$ cat config.mk
export PLATFORM = sky130hd
export DESIGN_NAME = eeprom_reader_flat
export DESIGN_NICKNAME = d
export VERILOG_FILES = /design/src/rtl/eeprom_reader_if.sv /design/src/rtl/eeprom_reader.sv /design/src/flat_wrapper.sv
export SDC_FILE = /design/constraint.sdc
export NUM_CORES = 1
export LEC_CHECK = 0
export CELL_PAD_IN_SITES_DETAIL_PLACEMENT = 2
export CELL_PAD_IN_SITES_GLOBAL_PLACEMENT = 2
export CORE_MARGIN = 2
export CORE_UTILIZATION = 27
export CTS_CLUSTER_SIZE = 14
export DETAILED_ROUTE_END_ITERATION = 16
export GPL_TIMING_DRIVEN = 0
export HOLD_SLACK_MARGIN = 0.15
export MAX_ROUTING_LAYER = met4
export PLACE_DENSITY_LB_ADDON = 0.25
export SYNTH_ARGS = -nofsm -noshare
export SYNTH_HDL_FRONTEND = slang
export SYNTH_SLANG_ARGS = --single-unit
$ cat constraint.sdc
create_clock -name clk -period 3.1 [get_ports clk]
set_clock_uncertainty 0.15 [all_clocks]
set_input_delay 0.62 -clock clk [delete_from_list [all_inputs] [get_ports clk]]
set_output_delay 0.62 -clock clk [all_outputs]
set_load 0.01 [all_outputs]
$ cat src/rtl/eeprom_reader_if.sv
// rtl/eeprom_reader_if.sv - signal bundle between the EEPROM reader, the shared EEPROM bus and the egress FIFO
//
// Purpose : groups the start/range request, bus arbitration, EEPROM pins and
//           FIFO write side of the readback engine.
// Signals : start/start_addr/len  range request (len in bytes, 0..2^ADDR_W)
//           busy/done             engine status, done is a one-cycle pulse
//           bus_req/bus_gnt       EEPROM bus arbitration
//           addr/nce/noe/nwe      EEPROM address and active-low strobes
//           data_in               EEPROM read data
//           full/din/wr_en        egress FIFO write port
// Modports: master = reader side, slave = environment side.
interface eeprom_reader_if #(
    parameter int ADDR_W = 17,
    parameter int DATA_W = 8
);
    logic              start;
    logic [ADDR_W-1:0] start_addr;
    logic [ADDR_W:0]   len;
    logic              busy;
    logic              done;
    logic              bus_req;
    logic              bus_gnt;
    logic [ADDR_W-1:0] addr;
    logic              nce;
    logic              noe;
    logic              nwe;
    logic [DATA_W-1:0] data_in;
    logic              full;
    logic [DATA_W-1:0] din;
    logic              wr_en;

    modport master (
        input  start, start_addr, len, bus_gnt, data_in, full,
        output busy, done, bus_req, addr, nce, noe, nwe, din, wr_en
    );

    modport slave (
        output start, start_addr, len, bus_gnt, data_in, full,
        input  busy, done, bus_req, addr, nce, noe, nwe, din, wr_en
    );
endinterface

$ cat src/rtl/eeprom_reader.sv
// rtl/eeprom_reader.sv - EEPROM range readback engine feeding the egress FIFO
//
// Purpose: on start, reads len bytes from start_addr (wrapping at 2^ADDR_W)
//          and pushes each byte into the egress FIFO. Owns the EEPROM bus via
//          bus_req/bus_gnt, never writes the device, stalls on FIFO full.
// Ports  : clk  - system clock, rising edge
//          nrst - synchronous reset, active low
//          bus  - eeprom_reader_if master modport (request, status, EEPROM
//                 pins, FIFO write port); all outputs registered except nwe.
module eeprom_reader #(
    parameter int ADDR_W     = 17,
    parameter int DATA_W     = 8,
    parameter int ACCESS_CYC = 2
) (
    input  logic            clk,
    input  logic            nrst,
    eeprom_reader_if.master bus
);
    localparam int CNT_W = (ACCESS_CYC > 1) ? $clog2(ACCESS_CYC) : 1;
    localparam logic [CNT_W-1:0]  CNT_LOAD = CNT_W'(ACCESS_CYC - 1);
    localparam logic [ADDR_W:0]   REM_ONE  = (ADDR_W+1)'(1);
    localparam logic [ADDR_W-1:0] ADDR_ONE = ADDR_W'(1);

    typedef enum logic [2:0] {IDLE, REQ, SETUP, ACCESS, PUSH, STALL} state_t;

    state_t            state_q, state_d;
    logic              busy_q, busy_d;
    logic              done_q, done_d;
    logic              bus_req_q, bus_req_d;
    logic [ADDR_W-1:0] addr_q, addr_d;     // also serves as the current byte pointer
    logic              nce_q, nce_d;
    logic              noe_q, noe_d;
    logic [DATA_W-1:0] data_q, data_d;     // holding register, drives din
    logic              wr_en_q, wr_en_d;
    logic [ADDR_W:0]   rem_q, rem_d;       // bytes still to be pushed
    logic [CNT_W-1:0]  cnt_q, cnt_d;       // access cycles left before sampling

    always_ff @(posedge clk) begin
        if (!nrst) begin
            state_q   <= IDLE;
            busy_q    <= 1'b0;
            done_q    <= 1'b0;
            bus_req_q <= 1'b0;
            addr_q    <= '0;
            nce_q     <= 1'b1;
            noe_q     <= 1'b1;
            data_q    <= '0;
            wr_en_q   <= 1'b0;
            rem_q     <= '0;
            cnt_q     <= '0;
        end else begin
            state_q   <= state_d;
            busy_q    <= busy_d;
            done_q    <= done_d;
            bus_req_q <= bus_req_d;
            addr_q    <= addr_d;
            nce_q     <= nce_d;
            noe_q     <= noe_d;
            data_q    <= data_d;
            wr_en_q   <= wr_en_d;
            rem_q     <= rem_d;
            cnt_q     <= cnt_d;
        end
    end

    always_comb begin
        state_d   = state_q;
        busy_d    = busy_q;
        done_d    = 1'b0;
        bus_req_d = bus_req_q;
        addr_d    = addr_q;
        nce_d     = nce_q;
        noe_d     = noe_q;
        data_d    = data_q;
        wr_en_d   = 1'b0;
        rem_d     = rem_q;
        cnt_d     = cnt_q;

        unique case (state_q)
            IDLE: begin
                if (bus.start) begin
                    if (bus.len == '0) begin
                        done_d = 1'b1;
                    end else begin
                        addr_d    = bus.start_addr;
                        rem_d     = bus.len;
                        busy_d    = 1'b1;
                        bus_req_d = 1'b1;
                        state_d   = REQ;
                    end
                end
            end
            REQ: begin
                if (bus.bus_gnt) begin
                    nce_d   = 1'b0;
                    noe_d   = 1'b0;
                    state_d = SETUP;
                end
            end
            SETUP: begin
                if (!bus.bus_gnt) begin
                    nce_d   = 1'b1;
                    noe_d   = 1'b1;
                    state_d = REQ;
                end else begin
                    cnt_d   = CNT_LOAD;
                    state_d = ACCESS;
                end
            end
            ACCESS: begin
                // Grant loss wins over the sampling cycle: the byte is
                // abandoned and the same address is re-read after re-grant.
                if (!bus.bus_gnt) begin
                    nce_d   = 1'b1;
                    noe_d   = 1'b1;
                    state_d = REQ;
                end else if (cnt_q == '0) begin
                    data_d = bus.data_in;
                    if (bus.full) begin
                        nce_d   = 1'b1;
                        noe_d   = 1'b1;
                        state_d = STALL;
                    end else begin
                        wr_en_d = 1'b1;
                        done_d  = (rem_q == REM_ONE);
                        state_d = PUSH;
                    end
                end else begin
                    cnt_d = cnt_q - 1'b1;
                end
            end
            STALL: begin
                // bus_req stays high so the page writer cannot interleave.
                if (!bus.full) begin
                    wr_en_d = 1'b1;
                    done_d  = (rem_q == REM_ONE);
                    state_d = PUSH;
                end
            end
            PUSH: begin
                rem_d  = rem_q - 1'b1;
                addr_d = addr_q + ADDR_ONE;
                if (rem_q == REM_ONE) begin
                    busy_d    = 1'b0;
                    bus_req_d = 1'b0;
                    nce_d     = 1'b1;
                    noe_d     = 1'b1;
                    state_d   = IDLE;
                end else if (bus.bus_gnt) begin
                    nce_d   = 1'b0;
                    noe_d   = 1'b0;
                    state_d = SETUP;
                end else begin
                    nce_d   = 1'b1;
                    noe_d   = 1'b1;
                    state_d = REQ;
                end
            end
            default: state_d = IDLE;
        endcase
    end

    assign bus.busy    = busy_q;
    assign bus.done    = done_q;
    assign bus.bus_req = bus_req_q;
    assign bus.addr    = addr_q;
    assign bus.nce     = nce_q;
    assign bus.noe     = noe_q;
    assign bus.nwe     = 1'b1;
    assign bus.din     = data_q;
    assign bus.wr_en   = wr_en_q;
endmodule

$ cat src/flat_wrapper.sv
// flat-port wrapper written by rule: the top's interface ports become plain ports
module eeprom_reader_flat 
#(
    parameter int ADDR_W     = 17,
    parameter int DATA_W     = 8,
    parameter int ACCESS_CYC = 2
)
  (clk, nrst, bus_start, bus_start_addr, bus_len, bus_bus_gnt, bus_data_in, bus_full, bus_busy, bus_done, bus_bus_req, bus_addr, bus_nce, bus_noe, bus_nwe, bus_din, bus_wr_en);
  eeprom_reader_if #(.ADDR_W(ADDR_W), .DATA_W(DATA_W)) bus_i ();
  input  logic clk;
  input  logic nrst;
  input wire logic [$bits(bus_i.start)-1:0] bus_start;
  input wire logic [$bits(bus_i.start_addr)-1:0] bus_start_addr;
  input wire logic [$bits(bus_i.len)-1:0] bus_len;
  input wire logic [$bits(bus_i.bus_gnt)-1:0] bus_bus_gnt;
  input wire logic [$bits(bus_i.data_in)-1:0] bus_data_in;
  input wire logic [$bits(bus_i.full)-1:0] bus_full;
  output wire logic [$bits(bus_i.busy)-1:0] bus_busy;
  output wire logic [$bits(bus_i.done)-1:0] bus_done;
  output wire logic [$bits(bus_i.bus_req)-1:0] bus_bus_req;
  output wire logic [$bits(bus_i.addr)-1:0] bus_addr;
  output wire logic [$bits(bus_i.nce)-1:0] bus_nce;
  output wire logic [$bits(bus_i.noe)-1:0] bus_noe;
  output wire logic [$bits(bus_i.nwe)-1:0] bus_nwe;
  output wire logic [$bits(bus_i.din)-1:0] bus_din;
  output wire logic [$bits(bus_i.wr_en)-1:0] bus_wr_en;
  assign bus_i.start = bus_start;
  assign bus_i.start_addr = bus_start_addr;
  assign bus_i.len = bus_len;
  assign bus_i.bus_gnt = bus_bus_gnt;
  assign bus_i.data_in = bus_data_in;
  assign bus_i.full = bus_full;
  assign bus_busy = bus_i.busy;
  assign bus_done = bus_i.done;
  assign bus_bus_req = bus_i.bus_req;
  assign bus_addr = bus_i.addr;
  assign bus_nce = bus_i.nce;
  assign bus_noe = bus_i.noe;
  assign bus_nwe = bus_i.nwe;
  assign bus_din = bus_i.din;
  assign bus_wr_en = bus_i.wr_en;
  eeprom_reader #(.ADDR_W(ADDR_W), .DATA_W(DATA_W), .ACCESS_CYC(ACCESS_CYC)) u_core (.clk(clk), .nrst(nrst), .bus(bus_i));
endmodule
==> impl_metrics.csv <==
group,metric,value,unit
floorplanning,num_rows,38,
worst_hold_path,whs_path_depth,2,
synthesis,synth.avg_cell_area,7.461,sq um
finish,drive_above_1_share,7.755,%
clocking,clock_latency,0.33,ns
synthesis,synth_enable_flop_cells,0,
critical_path,reg2reg_from,"u_core.bus.addr[0]",
drt,ant_nets,0,
global_route,gr-total-overflow,0,
drt,vias_per_cell,5.432,
sta,finalCritPeriodShare,95.40,%
power,p_clk_share,25.9,%
drt,drc,0,
critical_path,cp_data_arrival_time,3.06,ns
sta,finalMaxSlewViolations,0,
sta,holdWs,0.3557,ns
finish,area_growth,36.36,%
global_route,grt_max_degree,17,
power,seqPwrFrac,37.7,%
floorplanning,start_util,27.75,%
finish,diodes,0,
sta,slew_headroom,35.62,%
drt,vias,3422,
floorplanning,die_w,109.8,um
sta,finalSetupTns,0,ns
power,powerDensity,547.5,mW/mm^2
placement,pre_cts_ws,-0.7644,ns
clocking,cts-root-buf,"clkbuf_8",
critical_path,worstReg2RegEnd,"u_core.bus.addr[16]",
power,vdd.ir_drop.worst,0.1865,mV
sta,min_period,2.957,ns
synthesis,ys_seq_area_share,33.79,%
critical_path,start_kind,"input pin",
power,p_int,1.428,mW
clocking,htree_levels,2,
critical_path,crit_fanout,10,
synthesis,synth_fp_nets,456,
sta,hold_viol,0,
drt,drt_iter0_markers,155,
critical_path,path_class,"in -> reg",
finish,layout_commonest_cell,"clkdlybuf4s50_1",
global_route,grt_use_total,22.01,%
sta,rsz0062_at_grt,"no",
global_route,grt_pass1_vias,3722,
synthesis,ys.flop_type,"dfxtp_1",
power,power_frac_comb,36.4,%
power,switching_share,36.69,%
global_route,grt_pass1_wl,19840,um
synthesis,synth-seq-cells,51,
placement,dpl_cell_area,0.003968,sq mm
clocking,post_cts_buffers,0,
synthesis,synth_area,0.003022,sq mm
sta,worstMarginPinSlew,0.9621,ns
floorplanning,dieArea,0.01205,sq mm
worst_hold_path,min_path_type,"reg -> reg",
sta,setup_viol,0,
finish,nets,540,
synthesis,ys_types,57,
synthesis,synthCells,405,
job,maxCapViolations,0,
drt,first_pass_iters,4,
critical_path,reg2reg_setup_slack,0.45,ns
placement,dp_hpwl,9163,um
drt,drt_wl_total,12490,um
synthesis,yosysWarningCount,0,
sta,final.setup.worst_slack,0.1426,ns
power,p_sw,827.6,uW
finish,final_cell_mix,"clkdlybuf4s50_1, dfxtp_1, nor2_1, a21oi_1, nand2_1",
floorplanning,design.core.area,0.01089,sq mm
clocking,clk_pin_slew,0.10,ns
floorplanning,die_h,109.8,um
drt,wl_per_cell,19.83,um
power,p_total,2.256,mW
critical_path,r2r_cells,7,
critical_path,cp-end-kind,"flip-flop",
finish,design_area,0.004120,sq mm
critical_path,cp_data_required_time,3.20,ns
sta,timing.fmax,0.3381,GHz
placement,port_buffers,77,
global_route,grt_antenna_before_repair,0,
outcome,outcome,"complete, no violations",
clocking,cts_buffers,5,
placement,gp_congestion,0.8659,
synthesis,synthArstFlopShare,0,%
finish,nFillCells,1310,
worst_hold_path,hold_start,"u_core.rem_q[15]",
clocking,hold_buffers,0,
clocking,cts_buffer_depth,2,
floorplanning,pin_count,80,
power,p_leak,1.486,nW
clocking,cts_sinks,51,
clocking,cts_tree,"built",
worst_hold_path,whs_endpoint,"u_core.rem_q[15]",
## synthesized netlist by cell type (all sizes together) (7+ instances only)
cell type  count  area share (%)
dfxtp         51              34
a21oi         50             8.3
o21ai         33             5.5
nor2          50             6.2
mux2i          8             2.7
nor4           9             2.3
o221a          7             2.6
nor3          10             1.7
a211oi         7             1.9
nand2         47             5.8
nand3         16             2.7
a21o          11             2.7
clkbuf        30             3.7
## power by group through the flow
stage               sequential (mW)  clock, mW  combinational [mW]
global route                  0.865      0.620               0.903
detailed placement            0.864          0               0.812
floorplan                     0.852          0               0.460
CTS                           0.849      0.593               0.817
global placement              0.856          0               0.791
finish                        0.851      0.584               0.821
## through the flow
stage | instances | utilization (%)
finish | 630 | 37.84
global route | 630 | 37.84
CTS | 630 | 37.72
detailed placement | 622 | 36.44
global placement | 622 | 36.44
floorplan | 405 | -
## timing repair
action                     in CTS  in global routing
gates resized for setup         2                  4
setup endpoints to repair       9                  7
hold endpoints to repair        0                  0
## worst max-delay path, stage by stage
cell	delay (ns)
clkdlybuf4s50_1	0.44
nor4_1	0.48
nand4_1	0.31
o221ai_2	0.29
clkbuf_2	0.32
clkbuf_4	0.31
o21ai_0	0.14
a21oi_1	0.15
## how the worst max path moves through the flow
| stage | end | start | slack [ns] | depth (start not counted) |
|---|---|---|---|---|
| floorplan | u_core.rem_q[3] | bus_len[6] | 0.78 | 7 |
| global route | u_core.bus.addr[3] | bus_len[14] | 0.03 | 8 |
| finish | u_core.rem_q[17] | bus_len[14] | 0.14 | 8 |
| CTS | u_core.rem_q[17] | bus_len[14] | 0.02 | 8 |
| global placement | u_core.rem_q[3] | bus_len[14] | -0.68 | 8 |
| detailed placement | u_core.rem_q[17] | bus_len[14] | -0.76 | 8 |
## layout make-up
cell class	instances	area, sq um	area share, %
Inverter	5	18.77	0.4555
Sequential cell	51	1021	24.78
Tap cell	140	175.2	4.251
Timing Repair Buffer	77	770.7	18.71
Buffer	35	147.6	3.583
Multi-Input combinational cell	314	1851	44.91
Clock inverter	3	67.56	1.640
Clock buffer	5	68.82	1.670
## cells by family after synthesis
family | count (synthesis) | share of synthesized area (%)
fa+ha+maj | 3 | 1.242
compound gates | 137 | 28.90
flops | 51 | 33.79
simple gates | 162 | 26.92
buf+inv | 40 | 5.341
mux | 10 | 3.395
other cells | 1 | 0.1241
xor+xnor | 1 | 0.2899
## registers in the layout, summed over array words and instances, names as in the netlist
signal and cells:
u_core.bus.bus_req 1, u_core.rem_q 18, u_core.bus.done 1, u_core.bus.din 8, u_core.bus.addr 17, u_core.bus.nce 1, u_core.bus.wr_en 1, u_core.cnt_q 1
u_core.state_q 3
## metal layers
layer  vias to the layer above  track usage (%)  part of all wire (%)
met4                         0            5.063                   1.2
met5                         -                -                     0
li1                       1649                -                     -
met2                        72            37.29                    49
met1                      1691            27.80                    46
met3                        10            2.845                   3.8
Note: power is estimated with default switching activity, not from simulation.
==> RTL change, RTL diff (same flow settings) <==
Take the reset off `addr_q` and `data_q` and load them in a clocked block of their own.
--- a/src/rtl/eeprom_reader.sv
+++ b/src/rtl/eeprom_reader.sv
@@ -41,10 +41,8 @@
             busy_q    <= 1'b0;
             done_q    <= 1'b0;
             bus_req_q <= 1'b0;
-            addr_q    <= '0;
             nce_q     <= 1'b1;
             noe_q     <= 1'b1;
-            data_q    <= '0;
             wr_en_q   <= 1'b0;
             rem_q     <= '0;
             cnt_q     <= '0;
@@ -53,14 +51,17 @@
             busy_q    <= busy_d;
             done_q    <= done_d;
             bus_req_q <= bus_req_d;
-            addr_q    <= addr_d;
             nce_q     <= nce_d;
             noe_q     <= noe_d;
-            data_q    <= data_d;
             wr_en_q   <= wr_en_d;
             rem_q     <= rem_d;
             cnt_q     <= cnt_d;
         end
+    end
+
+    always_ff @(posedge clk) begin
+        addr_q <= addr_d;
+        data_q <= data_d;
     end
 
     always_comb begin
Behaviour: not the same (Yosys sat finds a counterexample within 4 cycles, from zero or initial values and one cycle with nrst low).
==> RTL change against the unedited design <==
- total power down 19%
- largest cell class unchanged
- worst setup slack better by 0.12 ns
- routed wire length down 19%
- clock power down 17%
- count of clock-buffer cells in the layout unchanged
- sequential cell count unchanged
- synthesized area down 2.3%
- final area down 2.6%
- critical path depth down 1
==> RTL change: results (changes against the unedited design) <==
| Metric | Value |
|---|---|
| Mapped Nets | `391 (-14%)` |
| Crit-path max FO | `26 (+16)` |
| Synth Area per Inst | `8.68 sq um (+16%)` |
| GRT Resource Usage Total | `18.0% (-4.0 points)` |
| Met3 WL | `331 um (-30%)` |
| Iteration-0 DRC Markers | `98 (-37%)` |
| Clock Latency Late Sink | `0.31 ns (-0.02 ns)` |
| Met2 usage | `30.3% (-7.0 points)` |
| Post-synth ARST share | `0% (unchanged)` |
| GRT met1 Usage | `23.6% (-4.2 points)` |
| Post-DP Area | `3900 sq um (-1.7%)` |
| Fin Hold WS | `0.353 ns (-0.00292 ns)` |
| Pleak | `1.41 nW (-5.2%)` |
| Hold path endpoint | `u_core.rem_q[7]` |
| Number of synthesized flops with an enable pin | `25 (+25)` |
| Top reg by flops | `u_core.rem_q` |
| Crit path DAT | `2.90 ns (-0.16 ns)` |
| Crit path from | `bus_len[6]` |
| Reg2Reg Depth | `7 (unchanged)` |
| Maximum vdd drop | `0.000196 V (+4.9%)` |
| WL met2 | `4880 um (-21%)` |
| Vias/cell | `5.18 (-4.7%)` |
| First-pass GRT wire length | `16,000 um (-19%)` |
| Pre-CTS setup slack | `-0.133 ns (+0.632 ns)` |
| Non-Filler Instances | `565 (-10%)` |
| Commonest cells post-synth | `nand2_1, o21ai_0, dfxtp_1` |
| R2r setup slk | `0.60 ns (+0.15 ns)` |
| Post-DP HPWL | `7660 um (-16%)` |
| Met1 Wirelength | `4880 um (-15%)` |
| Library cells used by synthesis | `59 (+3.5%)` |
| Most used flip-flop cell after synthesis | `dfxtp_1` |
| CP peak stage delay | `0.50 ns (+0.02 ns)` |
| Largest cells by area after synthesis | `edfxtp_1, dfxtp_1, nand2_1` |
| RePlAce Congestion | `0.863 (-0.29%)` |
| Max Cap Viol | `0 (unchanged)` |
| Post-synthesis sequential area ratio | `43.1% (+9.3 points)` |
| Fill count | `1,237 (-5.6%)` |
| Crit path time final | `2.83 ns (-0.124 ns)` |
| Via count of the first global-routing pass | `3,000 (-19%)` |
| Largest net degree at the start of global routing | `27 (+10)` |
| Max FFs per register | `18 (unchanged)` |
| R2r startpoint | `u_core.state_q[0]` |
| Worst R2R End | `u_core.rem_q[13]` |
| Routed len/inst | `18.0 um (-9.2%)` |
| CTS resizes | `0 (-2)` |
| Critical-path top delay cell | `o221ai_2` |
| Fraction of layout cells with a size suffix above 1 | `6.59% (-1.2 points)` |
| Met3 usage in global routing | `2.05% (-0.80 points)` |
| Max Clk Rate | `353 MHz (+4.4%)` |
| Reg area | `1270 sq um (+25%)` |
| CP Capture Point | `u_core.rem_q[13]` |
| Outcome | `complete, no violations` |
| Worst-Margin Slew | `1.03 ns (+0.0665 ns)` |
| Critical hold path startpoint | `u_core.rem_q[7]` |
| Cells after DPL | `557 (-10%)` |
| Nets | `475 (-12%)` |
==> RTL change: worst min-delay path, stage by stage, from the launching register on <==
cell	delay (ns)
dfxtp_1	0.33
o21ai_0	0.08
a21oi_1	0.06
==> RTL change: cells by family after synthesis <==
kind of cell    after synthesis  synth area share, %
xor+xnor                     16                 4.75
compound gates               99                 21.1
simple gates                132                 23.2
mux                           2                0.678
other cells                   1                0.127
flops                        51                 43.1
buf+inv                      36                 5.76
fa+ha+maj                     3                 1.27
==> RTL change: final cells by class <==
type / count / share of cell area [%]
multi-input combinational: 253 / 37.7
timing repair buffer: 77 / 19.2
sequential: 51 / 31.7
inverter: 10 / 0.936
tap: 140 / 4.37
clock buffer: 5 / 1.72
buffer: 26 / 3.31
clock inverter: 3 / 1.09
==> RTL change: report_power, final <==
part,leakage [nW],internal (mW),switching (mW),total [mW]
combinational,0.903,0.233,0.277,0.510
sequential,0.447,0.773,0.0646,0.837
clock,0.0581,0.241,0.241,0.482
